[src/rtl/ram_arbiter_if.sv]
// Bundle of the two requester ports and the single-port RAM pins around ram_arbiter.
// The slave modport is the arbiter; the master modport is its environment (requesters plus RAM).
interface ram_arbiter_if #(
   parameter int ADDR_WIDTH = 16,
   parameter int DATA_WIDTH = 16
);
   logic                  req_a;
   logic                  we_a;
   logic [ADDR_WIDTH-1:0] addr_a;
   logic [DATA_WIDTH-1:0] wdata_a;
   logic                  ack_a;
   logic [DATA_WIDTH-1:0] rdata_a;

   logic                  req_b;
   logic                  we_b;
   logic [ADDR_WIDTH-1:0] addr_b;
   logic [DATA_WIDTH-1:0] wdata_b;
   logic                  ack_b;
   logic [DATA_WIDTH-1:0] rdata_b;

   logic [ADDR_WIDTH-1:0] mem_addr;
   logic [DATA_WIDTH-1:0] mem_wdata;
   logic                  mem_re;
   logic                  mem_we;
   logic [DATA_WIDTH-1:0] mem_rdata;
   logic                  busy;

   modport slave (
      input  req_a, we_a, addr_a, wdata_a,
      output ack_a, rdata_a,
      input  req_b, we_b, addr_b, wdata_b,
      output ack_b, rdata_b,
      output mem_addr, mem_wdata, mem_re, mem_we,
      input  mem_rdata,
      output busy
   );

   modport master (
      output req_a, we_a, addr_a, wdata_a,
      input  ack_a, rdata_a,
      output req_b, we_b, addr_b, wdata_b,
      input  ack_b, rdata_b,
      input  mem_addr, mem_wdata, mem_re, mem_we,
      output mem_rdata,
      input  busy
   );
endinterface

[src/rtl/ram_arbiter.sv]
// Round-robin arbiter/sequencer sharing one single-port data RAM between
// instruction fetch (port A) and load/store (port B); one access per IDLE/ACCESS/DONE pass.
module ram_arbiter #(
   parameter int ADDR_WIDTH = 16,
   parameter int DATA_WIDTH = 16
) (
   input logic          clk,
   input logic          reset,
   ram_arbiter_if.slave bus
);
   typedef enum logic [1:0] {IDLE, ACCESS, DONE} state_t;
   typedef enum logic {PORT_A, PORT_B} port_t;

   state_t state, state_next;
   port_t  owner, ptr, grant;
   logic   start;

   logic [ADDR_WIDTH-1:0] mem_addr;
   logic [DATA_WIDTH-1:0] mem_wdata;
   logic                  mem_re, mem_we;
   logic                  ack_a, ack_b;
   logic [DATA_WIDTH-1:0] rdata_a, rdata_b;

   always_comb begin
      state_next = state;
      grant      = PORT_A;
      start      = 1'b0;
      case (state)
         IDLE: begin
            if (bus.req_a || bus.req_b) begin
               start      = 1'b1;
               state_next = ACCESS;
               if (bus.req_a && bus.req_b) grant = ptr;
               else if (bus.req_b)         grant = PORT_B;
               else                        grant = PORT_A;
            end
         end
         ACCESS:  state_next = DONE;
         DONE:    state_next = IDLE;
         default: state_next = IDLE;
      endcase
   end

   always_ff @(posedge clk) begin
      if (reset) begin
         state     <= IDLE;
         owner     <= PORT_A;
         ptr       <= PORT_A;
         mem_addr  <= '0;
         mem_wdata <= '0;
         mem_re    <= 1'b0;
         mem_we    <= 1'b0;
         ack_a     <= 1'b0;
         ack_b     <= 1'b0;
         rdata_a   <= '0;
         rdata_b   <= '0;
      end else begin
         state <= state_next;
         ack_a <= 1'b0;
         ack_b <= 1'b0;

         // Request fields are sampled only here; later changes on the bus are ignored.
         if (start) begin
            owner <= grant;
            if (grant == PORT_B) begin
               mem_addr  <= bus.addr_b;
               mem_wdata <= bus.wdata_b;
               mem_we    <= bus.we_b;
               mem_re    <= ~bus.we_b;
            end else begin
               mem_addr  <= bus.addr_a;
               mem_wdata <= bus.wdata_a;
               mem_we    <= bus.we_a;
               mem_re    <= ~bus.we_a;
            end
         end

         if (state == ACCESS) begin
            mem_re <= 1'b0;
            mem_we <= 1'b0;
            if (mem_re) begin
               if (owner == PORT_B) rdata_b <= bus.mem_rdata;
               else                 rdata_a <= bus.mem_rdata;
            end
            ack_a <= (owner == PORT_A);
            ack_b <= (owner == PORT_B);
         end

         if (state == DONE) ptr <= (owner == PORT_A) ? PORT_B : PORT_A;
      end
   end

   assign bus.mem_addr  = mem_addr;
   assign bus.mem_wdata = mem_wdata;
   assign bus.mem_re    = mem_re;
   assign bus.mem_we    = mem_we;
   assign bus.ack_a     = ack_a;
   assign bus.ack_b     = ack_b;
   assign bus.rdata_a   = rdata_a;
   assign bus.rdata_b   = rdata_b;
   assign bus.busy      = (state != IDLE);
endmodule

[src/flat_wrapper.sv]
// flat-port wrapper written by rule: the top's interface ports become plain ports
module ram_arbiter_flat 
#(
   parameter int ADDR_WIDTH = 16,
   parameter int DATA_WIDTH = 16
)
  (clk, reset, bus_req_a, bus_we_a, bus_addr_a, bus_wdata_a, bus_ack_a, bus_rdata_a, bus_req_b, bus_we_b, bus_addr_b, bus_wdata_b, bus_ack_b, bus_rdata_b, bus_mem_addr, bus_mem_wdata, bus_mem_re, bus_mem_we, bus_mem_rdata, bus_busy);
  ram_arbiter_if #(.ADDR_WIDTH(ADDR_WIDTH), .DATA_WIDTH(DATA_WIDTH)) bus_i ();
  input logic clk;
  input logic reset;
  input wire logic [$bits(bus_i.req_a)-1:0] bus_req_a;
  input wire logic [$bits(bus_i.we_a)-1:0] bus_we_a;
  input wire logic [$bits(bus_i.addr_a)-1:0] bus_addr_a;
  input wire logic [$bits(bus_i.wdata_a)-1:0] bus_wdata_a;
  output wire logic [$bits(bus_i.ack_a)-1:0] bus_ack_a;
  output wire logic [$bits(bus_i.rdata_a)-1:0] bus_rdata_a;
  input wire logic [$bits(bus_i.req_b)-1:0] bus_req_b;
  input wire logic [$bits(bus_i.we_b)-1:0] bus_we_b;
  input wire logic [$bits(bus_i.addr_b)-1:0] bus_addr_b;
  input wire logic [$bits(bus_i.wdata_b)-1:0] bus_wdata_b;
  output wire logic [$bits(bus_i.ack_b)-1:0] bus_ack_b;
  output wire logic [$bits(bus_i.rdata_b)-1:0] bus_rdata_b;
  output wire logic [$bits(bus_i.mem_addr)-1:0] bus_mem_addr;
  output wire logic [$bits(bus_i.mem_wdata)-1:0] bus_mem_wdata;
  output wire logic [$bits(bus_i.mem_re)-1:0] bus_mem_re;
  output wire logic [$bits(bus_i.mem_we)-1:0] bus_mem_we;
  input wire logic [$bits(bus_i.mem_rdata)-1:0] bus_mem_rdata;
  output wire logic [$bits(bus_i.busy)-1:0] bus_busy;
  assign bus_i.req_a = bus_req_a;
  assign bus_i.we_a = bus_we_a;
  assign bus_i.addr_a = bus_addr_a;
  assign bus_i.wdata_a = bus_wdata_a;
  assign bus_ack_a = bus_i.ack_a;
  assign bus_rdata_a = bus_i.rdata_a;
  assign bus_i.req_b = bus_req_b;
  assign bus_i.we_b = bus_we_b;
  assign bus_i.addr_b = bus_addr_b;
  assign bus_i.wdata_b = bus_wdata_b;
  assign bus_ack_b = bus_i.ack_b;
  assign bus_rdata_b = bus_i.rdata_b;
  assign bus_mem_addr = bus_i.mem_addr;
  assign bus_mem_wdata = bus_i.mem_wdata;
  assign bus_mem_re = bus_i.mem_re;
  assign bus_mem_we = bus_i.mem_we;
  assign bus_i.mem_rdata = bus_mem_rdata;
  assign bus_busy = bus_i.busy;
  ram_arbiter #(.ADDR_WIDTH(ADDR_WIDTH), .DATA_WIDTH(DATA_WIDTH)) u_core (.clk(clk), .reset(reset), .bus(bus_i));
endmodule
[config.mk]
export PLATFORM = sky130hd
export DESIGN_NAME = ram_arbiter_flat
export DESIGN_NICKNAME = d
export VERILOG_FILES = /design/src/rtl/ram_arbiter_if.sv /design/src/rtl/ram_arbiter.sv /design/src/flat_wrapper.sv
export SDC_FILE = /design/constraint.sdc
export NUM_CORES = 1
export LEC_CHECK = 0
export ABC_AREA = 1
export CAP_MARGIN = 40
export CORE_UTILIZATION = 44
export DETAILED_ROUTE_END_ITERATION = 8
export PLACE_DENSITY = 0.83
export SLEW_MARGIN = 15
export SYNTH_ARGS = -nofsm -noshare
export SYNTH_HDL_FRONTEND = slang
export SYNTH_SLANG_ARGS = --single-unit
[constraint.sdc]
create_clock -name clk -period 2.35 [get_ports clk]
set_input_delay 0.235 -clock clk [delete_from_list [all_inputs] [get_ports clk]]
set_output_delay 0.235 -clock clk [all_outputs]
set_load 0.05 [all_outputs]
==> impl_results.md <==
- Status: finished clean
- # setup viols final: 0
- Yosys top cell area share: 45.1%
- Vias per Instance: 4.74
- CP startpoint kind: flop
- Placed Area: 4720 sq um
- Rows: 30
- Layout cell share with drive strength beyond 1: 14.5%
- Total Routing Usage GR: 20.9%
- Class of the worst hold path: reg -> reg
- Post-route cell area: 4890 sq um
- Post-synth cell types: 23
- Clk_lat worst skew: 0.33 ns
- Synth Area per Inst: 8.12 sq um
- Synth Flop Type: dfxtp_1
- CTS tree: built
- Largest net degree at the start of global routing: 66
- Clock tree buffer depth: 2
- Post-route minimum period: 2.01 ns
- Worst Clk Skew: 0.00595 ns
- PnR worst setup slack: 0.343 ns
- GR Layer Usage met3: 6.92%
- Mapped Area: 3200 sq um
- Main area contributors after synthesis: dfxtp_1, a21oi_2, o21ai_0
- Setup TNS: 0 ns
- Ys async rst share: 0%
- Synth cell count leaders: dfxtp_1, inv_1, o21ai_0, nand2_1, nor2_1
- Worst Path Arrival: 1.77 ns
- Number of global-route vias before repair: 2782
- First-pass GRT wire length: 12300 um
- Post-CTS setup buffer count: 0
- Gr busiest metal: met2
- Max VDD drop: 0.000274 V
- Register area share after synthesis: 45.1%
- Number of fill cells: 559
- Initial antenna violation count: 0
- Num CTS Buffers: 9
- Root buf cell: clkbuf_8
- Port Buffer Count: 154
- Final Hold Vio Count: 0
- Yosys top cell by area: dfxtp_1
- Fmax: 0.498 GHz
- DRC: 0
- Final nets: 625
- Die width: 87.3 um
- Post-CTS resize count: 0
- Starting Density: 46.3%
- DP HPWL: 5830 um
- Num ports: 155
- Clk sinks: 72
- Pleak: 0.00193 uW
- Pre-CTS setup slack: 0.533 ns
- PwrDens: 649 nW/um^2
- Max Cap Viol: 0
- Top-count cell post-synth: dfxtp_1
- RSZ-0062 raised after global routing: no
- Routed wire length per instance: 12.2 um
- DRT Pass-1 Iters: 4
- Period utilization: 85.4%
- Worst Path Required: 2.12 ns
- DIE HEIGHT: 87.3 um
- CP endpoint kind: output pin
- Global Route met1 Usage: 25.0%
- Syn nets: 480
- Hold WS: 0.442 ns
- Die footprint: 7610 sq um
- GR Overflow Total: 0
- P&R area growth vs syn: 52.9%
- EDFF count, synth: 0
- Register bit total from synthesis: 72
- Hold Buf Count CTS: 0
- Routed WL: 7770 um
- Cells after synthesis: 394
- Yosys warning total: 0
- # H-tree levels: 3
- Met2 GRT Util: 34.2%
- Initial drt markers: 117
- Layout Cells excl Fill: 639
- Critical Path Fanout Max: 5
- Via count: 3026
- WS Path Type: reg -> out
- Final Wtd Congestion: 0.795
- Antenna cells: 0
- Slew margin rel.: 60.6%
- Worst slew pin tran: 0.591 ns
- Post-DRT Antenna Nets: 0
- Reg clk slew, reported paths: 0.07 ns
- Fin. max-slew vios: 0
- Core area: 6910 sq um
- Post-Place Cells: 624
## sequential cells by signal, indices dropped and copies added (netlist names)
signal	count
u_core.bus.mem_addr	16
u_core.bus.ack_a	1
u_core.bus.mem_re	1
u_core.state	2
u_core.bus.rdata_b	16
u_core.ptr	1
u_core.bus.ack_b	1
u_core.bus.rdata_a	16
u_core.bus.mem_we	1
u_core.bus.mem_wdata	16
u_core.owner	1
## cells by family (layout without fill, tap and decap cells)
group | after synthesis | after routing | share of synthesized area [%]
AO/OA/AOI/OAI | 148 | 148 | 29.3
flip-flops | 72 | 72 | 45.1
AND/OR/NAND/NOR | 89 | 89 | 12.2
buffers and inverters | 85 | 234 | 13.4
## cells in the final DEF (no fill, tap or decap)
| master | count |
|---|---|
| clkdlybuf4s50_1 | 154 |
| dfxtp_1 | 72 |
| inv_1 | 57 |
| o21ai_0 | 48 |
| nand2_1 | 43 |
| nor2_1 | 39 |
| a21oi_2 | 31 |
| o21ai_1 | 27 |
| a21oi_1 | 21 |
| o21ai_2 | 20 |
| clkbuf_8 | 11 |
| inv_2 | 3 |
| clkinv_2 | 3 |
| nor2_4 | 2 |
| nand3_4 | 2 |
| buf_12 | 2 |
| buf_4 | 2 |
| nand2_4 | 1 |
| nand3_1 | 1 |
| nand3_2 | 1 |
| a311oi_1 | 1 |
| clkinvlp_4 | 1 |
| clkbuf_1 | 1 |
## per-layer routing
metal / up-vias / routed length [um] / part of all wire (%)
met5: - / 0 / 0
met2: 133 / 3610 / 46
met3: 13 / 732 / 9.4
li1: 1562 / - / -
met1: 1318 / 3280 / 42
met4: 0 / 150 / 1.9
## final timing paths
kind | slack [ns] | to | depth (start not counted) | start
worst max register to register | 0.66 | u_core.bus.rdata_b[12]$_SDFFE_PP0P_ | 5 | u_core.state[0]$_SDFFE_PP0P_
worst min-delay path | 0.44 | u_core.bus.rdata_b[4]$_SDFFE_PP0P_ | 2 | u_core.bus.rdata_b[4]$_SDFFE_PP0P_
worst min register to register | 0.44 | u_core.bus.rdata_b[4]$_SDFFE_PP0P_ | 2 | u_core.bus.rdata_b[4]$_SDFFE_PP0P_
worst max-delay path | 0.34 | bus_busy | 3 | u_core.state[1]$_SDFFE_PP0P_
## critical path, stage by stage (launching register included)
cell,delay [ns]
dfxtp_1,0.48
inv_1,0.07
nand2_1,0.09
clkdlybuf4s50_1,0.80
## stage by stage
step / total power (uW) / utilization, %
final: 3170 / 70.8
after global routing: 3330 / 70.8
after CTS: 3210 / 70.8
after detailed placement: 2350 / 68.3
after global placement: 2340 / 68.3
after floorplan: 2020 / -
## area by class of cell
cell class	instances	area [sq um]	area share, %
Sequential cell	72	1440	29.5
Tap cell	96	120	2.46
Clock inverter	3	17.5	0.358
Inverter	61	230	4.71
Clock buffer	12	155	3.17
Timing Repair Buffer	158	1600	32.7
Multi-Input combinational cell	237	1330	27.2
## report_power, final
group	switching [uW]	internal (uW)
Combinational	578	376
Clock	422	432
Sequential	58.4	1310
Total	1060	2120
No activity file was read; power rests on OpenSTA's default activity.
